**config.mk**
```make
export PLATFORM = sky130hd
export DESIGN_NAME = dft_cos_arbiter
export DESIGN_NICKNAME = d
export VERILOG_FILES = /design/src/rtl/dft_cos_arbiter.sv
export SDC_FILE = /design/constraint.sdc
export NUM_CORES = 1
export LEC_CHECK = 0
export CAP_MARGIN = 5
export CORE_AREA = 2 2 97 99
export CTS_CLUSTER_SIZE = 14
export DETAILED_ROUTE_END_ITERATION = 10
export DIE_AREA = 0 0 99 101
export HOLD_SLACK_MARGIN = 0.05
export PLACE_DENSITY_LB_ADDON = 0.12
export SYNTH_ARGS = -nofsm -noshare
export SYNTH_HDL_FRONTEND = slang
export SYNTH_SLANG_ARGS = --single-unit
```
**constraint.sdc**
```tcl
create_clock -name aclk -period 5.9 [get_ports aclk]
set_input_delay 1.18 -clock aclk [delete_from_list [all_inputs] [get_ports aclk]]
set_output_delay 1.18 -clock aclk [all_outputs]
set_load 0.005 [all_outputs]
```
**src/rtl/dft_cos_arbiter.sv**
```systemverilog
`default_nettype none
// ============================================================================
// Module      : dft_cos_arbiter
// Description : Round-robin arbiter/scheduler sharing one pipelined, stallable
//               single-precision cosine unit among NREQ requesters. Tracks
//               requester IDs in a shadow {valid,id} pipe of depth LAT that
//               advances in lockstep with the unit, and returns results on a
//               valid/ready response port. Response back-pressure freezes the
//               unit through astall.
//               Optional feature macro: DFT_COS_ARB_PERF_EN adds the
//               perf_issue / perf_stall event counters.
// Revision    : 1.0 - initial release
// ============================================================================
module dft_cos_arbiter #(
    parameter int NREQ = 4,
    parameter int LAT  = 2,
    parameter int IDW  = 3
) (
    input  logic                 aclk,
    input  logic                 rst_n,
    input  logic [NREQ-1:0]      req_valid,
    output logic [NREQ-1:0]      req_ready,
    input  logic [32*NREQ-1:0]   req_data,
    output logic                 a_sign,
    output logic [7:0]           a_exp,
    output logic [22:0]          a_man,
    output logic                 astall,
    input  logic [36:0]          x,
    output logic                 rsp_valid,
    input  logic                 rsp_ready,
    output logic [IDW-1:0]       rsp_id,
`ifdef DFT_COS_ARB_PERF_EN
    output logic [31:0]          perf_issue,
    output logic [31:0]          perf_stall,
`endif
    output logic [36:0]          rsp_x
);

    localparam int C_TAIL = LAT - 1;

    // Shadow pipe mirroring the cosine unit's internal registers
    logic           r_sv  [LAT];
    logic [IDW-1:0] r_sid [LAT];
    logic [IDW-1:0] r_rr_ptr;

    logic           w_found;
    logic           w_issue;
    logic [IDW-1:0] w_gnt;
    logic [IDW-1:0] w_ptr_nxt;
    logic [IDW:0]   w_sum;
    logic [31:0]    w_op;

    // The tail stage drives the response port directly; only a valid,
    // unaccepted result may freeze the unit.
    assign rsp_valid = r_sv[C_TAIL];
    assign rsp_id    = r_sid[C_TAIL];
    assign rsp_x     = x;
    assign astall    = r_sv[C_TAIL] & ~rsp_ready;

    // Round-robin search: first valid requester at or after r_rr_ptr, wrapping
    always_comb begin
        w_found = 1'b0;
        w_gnt   = '0;
        w_sum   = '0;
        for (int k = 0; k < NREQ; k++) begin
            w_sum = {1'b0, r_rr_ptr} + (IDW+1)'(k);
            if (w_sum >= (IDW+1)'(NREQ)) begin
                w_sum = w_sum - (IDW+1)'(NREQ);
            end
            for (int i = 0; i < NREQ; i++) begin
                if (!w_found && req_valid[i] && (w_sum == (IDW+1)'(i))) begin
                    w_found = 1'b1;
                    w_gnt   = IDW'(i);
                end
            end
        end
    end

    // A grant is only issued while the unit is free to advance
    assign w_issue   = w_found & ~astall;
    assign w_ptr_nxt = (w_gnt == IDW'(NREQ-1)) ? '0 : (w_gnt + 1'b1);

    // One-hot accept and operand mux for the granted requester
    always_comb begin
        req_ready = '0;
        w_op      = '0;
        for (int i = 0; i < NREQ; i++) begin
            if (w_issue && (w_gnt == IDW'(i))) begin
                req_ready[i] = 1'b1;
                w_op         = req_data[32*i +: 32];
            end
        end
    end

    assign a_sign = w_op[31];
    assign a_exp  = w_op[30:23];
    assign a_man  = w_op[22:0];

    // Shadow pipe and round-robin pointer; both hold while the unit is stalled
    always_ff @(posedge aclk) begin
        if (!rst_n) begin
            for (int s = 0; s < LAT; s++) begin
                r_sv[s]  <= 1'b0;
                r_sid[s] <= '0;
            end
            r_rr_ptr <= '0;
        end else if (!astall) begin
            r_sv[0]  <= w_issue;
            r_sid[0] <= w_issue ? w_gnt : '0;
            for (int s = 1; s < LAT; s++) begin
                r_sv[s]  <= r_sv[s-1];
                r_sid[s] <= r_sid[s-1];
            end
            if (w_issue) begin
                r_rr_ptr <= w_ptr_nxt;
            end
        end
    end

`ifdef DFT_COS_ARB_PERF_EN
    logic [31:0] r_perf_issue;
    logic [31:0] r_perf_stall;

    // Free-running event counters for issued operands and stalled cycles
    always_ff @(posedge aclk) begin
        if (!rst_n) begin
            r_perf_issue <= '0;
            r_perf_stall <= '0;
        end else begin
            if (w_issue) begin
                r_perf_issue <= r_perf_issue + 32'd1;
            end
            if (astall) begin
                r_perf_stall <= r_perf_stall + 32'd1;
            end
        end
    end

    assign perf_issue = r_perf_issue;
    assign perf_stall = r_perf_stall;
`endif

endmodule
`default_nettype wire

```
==> flow_metrics.tcl <==
set metrics [dict create \
    async_flop_share_pct 0 \
    fp.dieW_um 99 \
    area_delta_synth_final_pct 65.9 \
    syn_avg_cell_area_um2 6.80 \
    max_freq_ghz 0.180 \
    fin_crit_sh_pct 94.3 \
    drc 0 \
    hold_slack_ps 551 \
    drive_gt1_share_pct 10.6 \
    finalSetupViolations 0 \
    clock_latency_ps 220 \
    wl_met3_um 713 \
    pre_cts_ws_ps 330 \
    grt_pass1_wl_mm 13.8 \
    cp-start-kind "primary input" \
    power.share.switching_pct 45.5 \
    clk_pin_slew_ps 40 \
    start_util_pct 26.4 \
    intPower_uw 795 \
    final_cells 575 \
    synth_edf_count 6 \
    synth_top_area_share_pct 19.0 \
    route.met2.wl_mm 4.54 \
    clock-root-buffer "clkbuf_8" \
    rsz0062_at_grt "no" \
    holdBufCountCts 0 \
    wl_mm 8.92 \
    ys.flop_type "edfxtp_1" \
    drtIter0Drc 119 \
    cap_violations 0 \
    cts_resized 0 \
    critPathBufInv 4 \
    core_mm2 0.00898 \
    first_pass_iters 4 \
    ys_seq_elements 8 \
    cts_tree "done" \
    yosys.area.top_type "o221ai_2" \
    wl_met1_mm 3.60 \
    clkPwrFrac_pct 4.5 \
    fin_skew_ps 4.36 \
    synth_area_leaders "o221ai_2, buf_4, nand2_1, a31oi_1, edfxtp_1" \
    antenna_found_initial 0 \
    cpPeakStageDelay_ps 660 \
    tns_ps 0 \
    crit_type "primary input to output pin" \
    crit_path_end_kind "output pin" \
    status "finished clean" \
    grt.total_usage_pct 16.5 \
    finalNetCount 641 \
    htreeDepth 1 \
    synth_common_cells "nand2_1, buf_4, inv_1" \
    syn_area_mm2 0.00237 \
    critPathMaxFanout 19 \
    critPathArrivalTime_ps 4380 \
    postCtsSetupRepairBufs 0 \
    vias_per_cell 4.92 \
    hold_viol_final 0 \
    final.setup.worst_slack_ps 339 \
    critPathTopFamily "buffers and inverters" \
    synth_cells 348 \
    hpwl_mm 6.81 \
    path_common_cell "clkdlybuf4s50_1" \
    p_per_area_mw_per_mm2 372 \
    io_pins 250 \
    final_core_util_pct 43.7 \
    ys_types 43 \
    numPortBuffers 174 \
    dp_cells 571 \
    synth_most_common_cell "nand2_1" \
    p_leak_nw 1.53 \
    grt_overflow 0 \
    holdCritPathClass "flop to flop" \
    p_sw_uw 664 \
    crit_chain "clkdlybuf4s50_1, nor4bb_1, a211oi_1, and2_1, o21a_1, inv_1, ha_1, or3b_2, buf_4, o221ai_1, clkdlybuf4s50_1" \
    period_needed_ps 5560 \
    cp_slowest_cell "clkdlybuf4s50_1" \
    antennaDiodeCount 0 \
    grt_pass1_vias 2805 \
    numCtsBuffers 3 \
    routed.top_layer "met4" \
    synth_seq_area_share_pct 9.31 \
    wl_per_cell_um 15.5 \
    peakVddDrop_v 0.000149 \
    cts.sinks 8 \
    combPwrFrac_pct 88.3 \
    max-slew-margin-rel_pct 53.9 \
    gp_congestion 0.792 \
    cts_buffer_depth 2 \
    dieArea_mm2 0.0100 \
    slew_viol_final 0 \
    tightest_slew_ps 691 \
    synth_warnings 0 \
    grt_max_degree 66 \
    die_y_um 101 \
    ant_nets 0 \
    floorplan.rows 35 \
    seqPwrFrac_pct 7.2 \
    vias 2831 \
    required_ps 4720 \
]
==> power by group through the flow <==
stage / logic [mW] / registers, mW / clock network [mW]
global placement: 1.31 / 0.104 / 0
finish: 1.29 / 0.105 / 0.0661
detailed placement: 1.30 / 0.105 / 0
CTS: 1.31 / 0.104 / 0.0689
global route: 1.42 / 0.108 / 0.0724
floorplan: 0.787 / 0.0832 / 0
==> layout by cell type (no fill, tap or decap), types with 2 or more instances in the layout <==
master           count
buf_4                9
o21ai_0              2
ha_1                 4
inv_1               40
edfxtp_1             6
conb_1               3
nor2_1               7
clkbuf_8             3
a31oi_1             34
nand3_1              2
a21boi_0             2
clkdlybuf4s50_1    174
a21oi_1             34
nor2b_1              2
nand2_1             69
and2_1               3
o221ai_2            30
o221ai_1             2
dfxtp_1              2
nand2b_1             5
nor3b_1              2
and3_1               6
==> cell type report <==
cell class | count | area, um2
fillers | 909 | 5050
repair buffers | 184 | 1830
clock buffers | 4 | 45.0
multi-input cells | 228 | 1540
well taps | 111 | 139
inverters | 40 | 150
flip-flops and latches | 8 | 220
==> stage by stage <==
step / cell area, um2 / power (mW)
2_1_floorplan: 2370 / 0.870
5_1_grt: 3930 / 1.60
3_3_place_gp: 3880 / 1.41
6_report: 3930 / 1.46
4_1_cts: 3930 / 1.48
3_5_place_dp: 3880 / 1.41
==> worst paths after layout <==
kind              slack, ps  depth (start not counted)          end    startpoint
setup / recovery        340                         11     a_exp[7]  req_valid[3]
hold / removal          550                          1  r_sid[0][4]   r_sid[0][1]
setup reg to reg       3200                         11  r_rr_ptr[1]   r_rr_ptr[1]
hold reg to reg         550                          1  r_sid[0][4]   r_sid[0][1]
==> sequential cells by signal (all words and copies together) (netlist names) <==
register,count
r_sid,4
r_rr_ptr,2
r_sv,2
==> routing by layer <==
layer | track usage, % | vias to the layer above
li1 | - | 1420
met1 | 19.9 | 1267
met2 | 30.7 | 138
met3 | 3.68 | 6
met4 | 2.21 | 0
met5 | 0 | -
==> kinds of logic after synthesis <==
| group | after synthesis | share of synthesized area [%] |
|---|---|---|
| compound gates | 113 | 40.1 |
| buf+inv | 113 | 26.4 |
| simple gates | 107 | 21.3 |
| flops | 8 | 9.31 |
| fa+ha+maj | 4 | 2.12 |
| other cells | 2 | 0.317 |
| mux | 1 | 0.423 |
(Power assumes the default switching activity.)
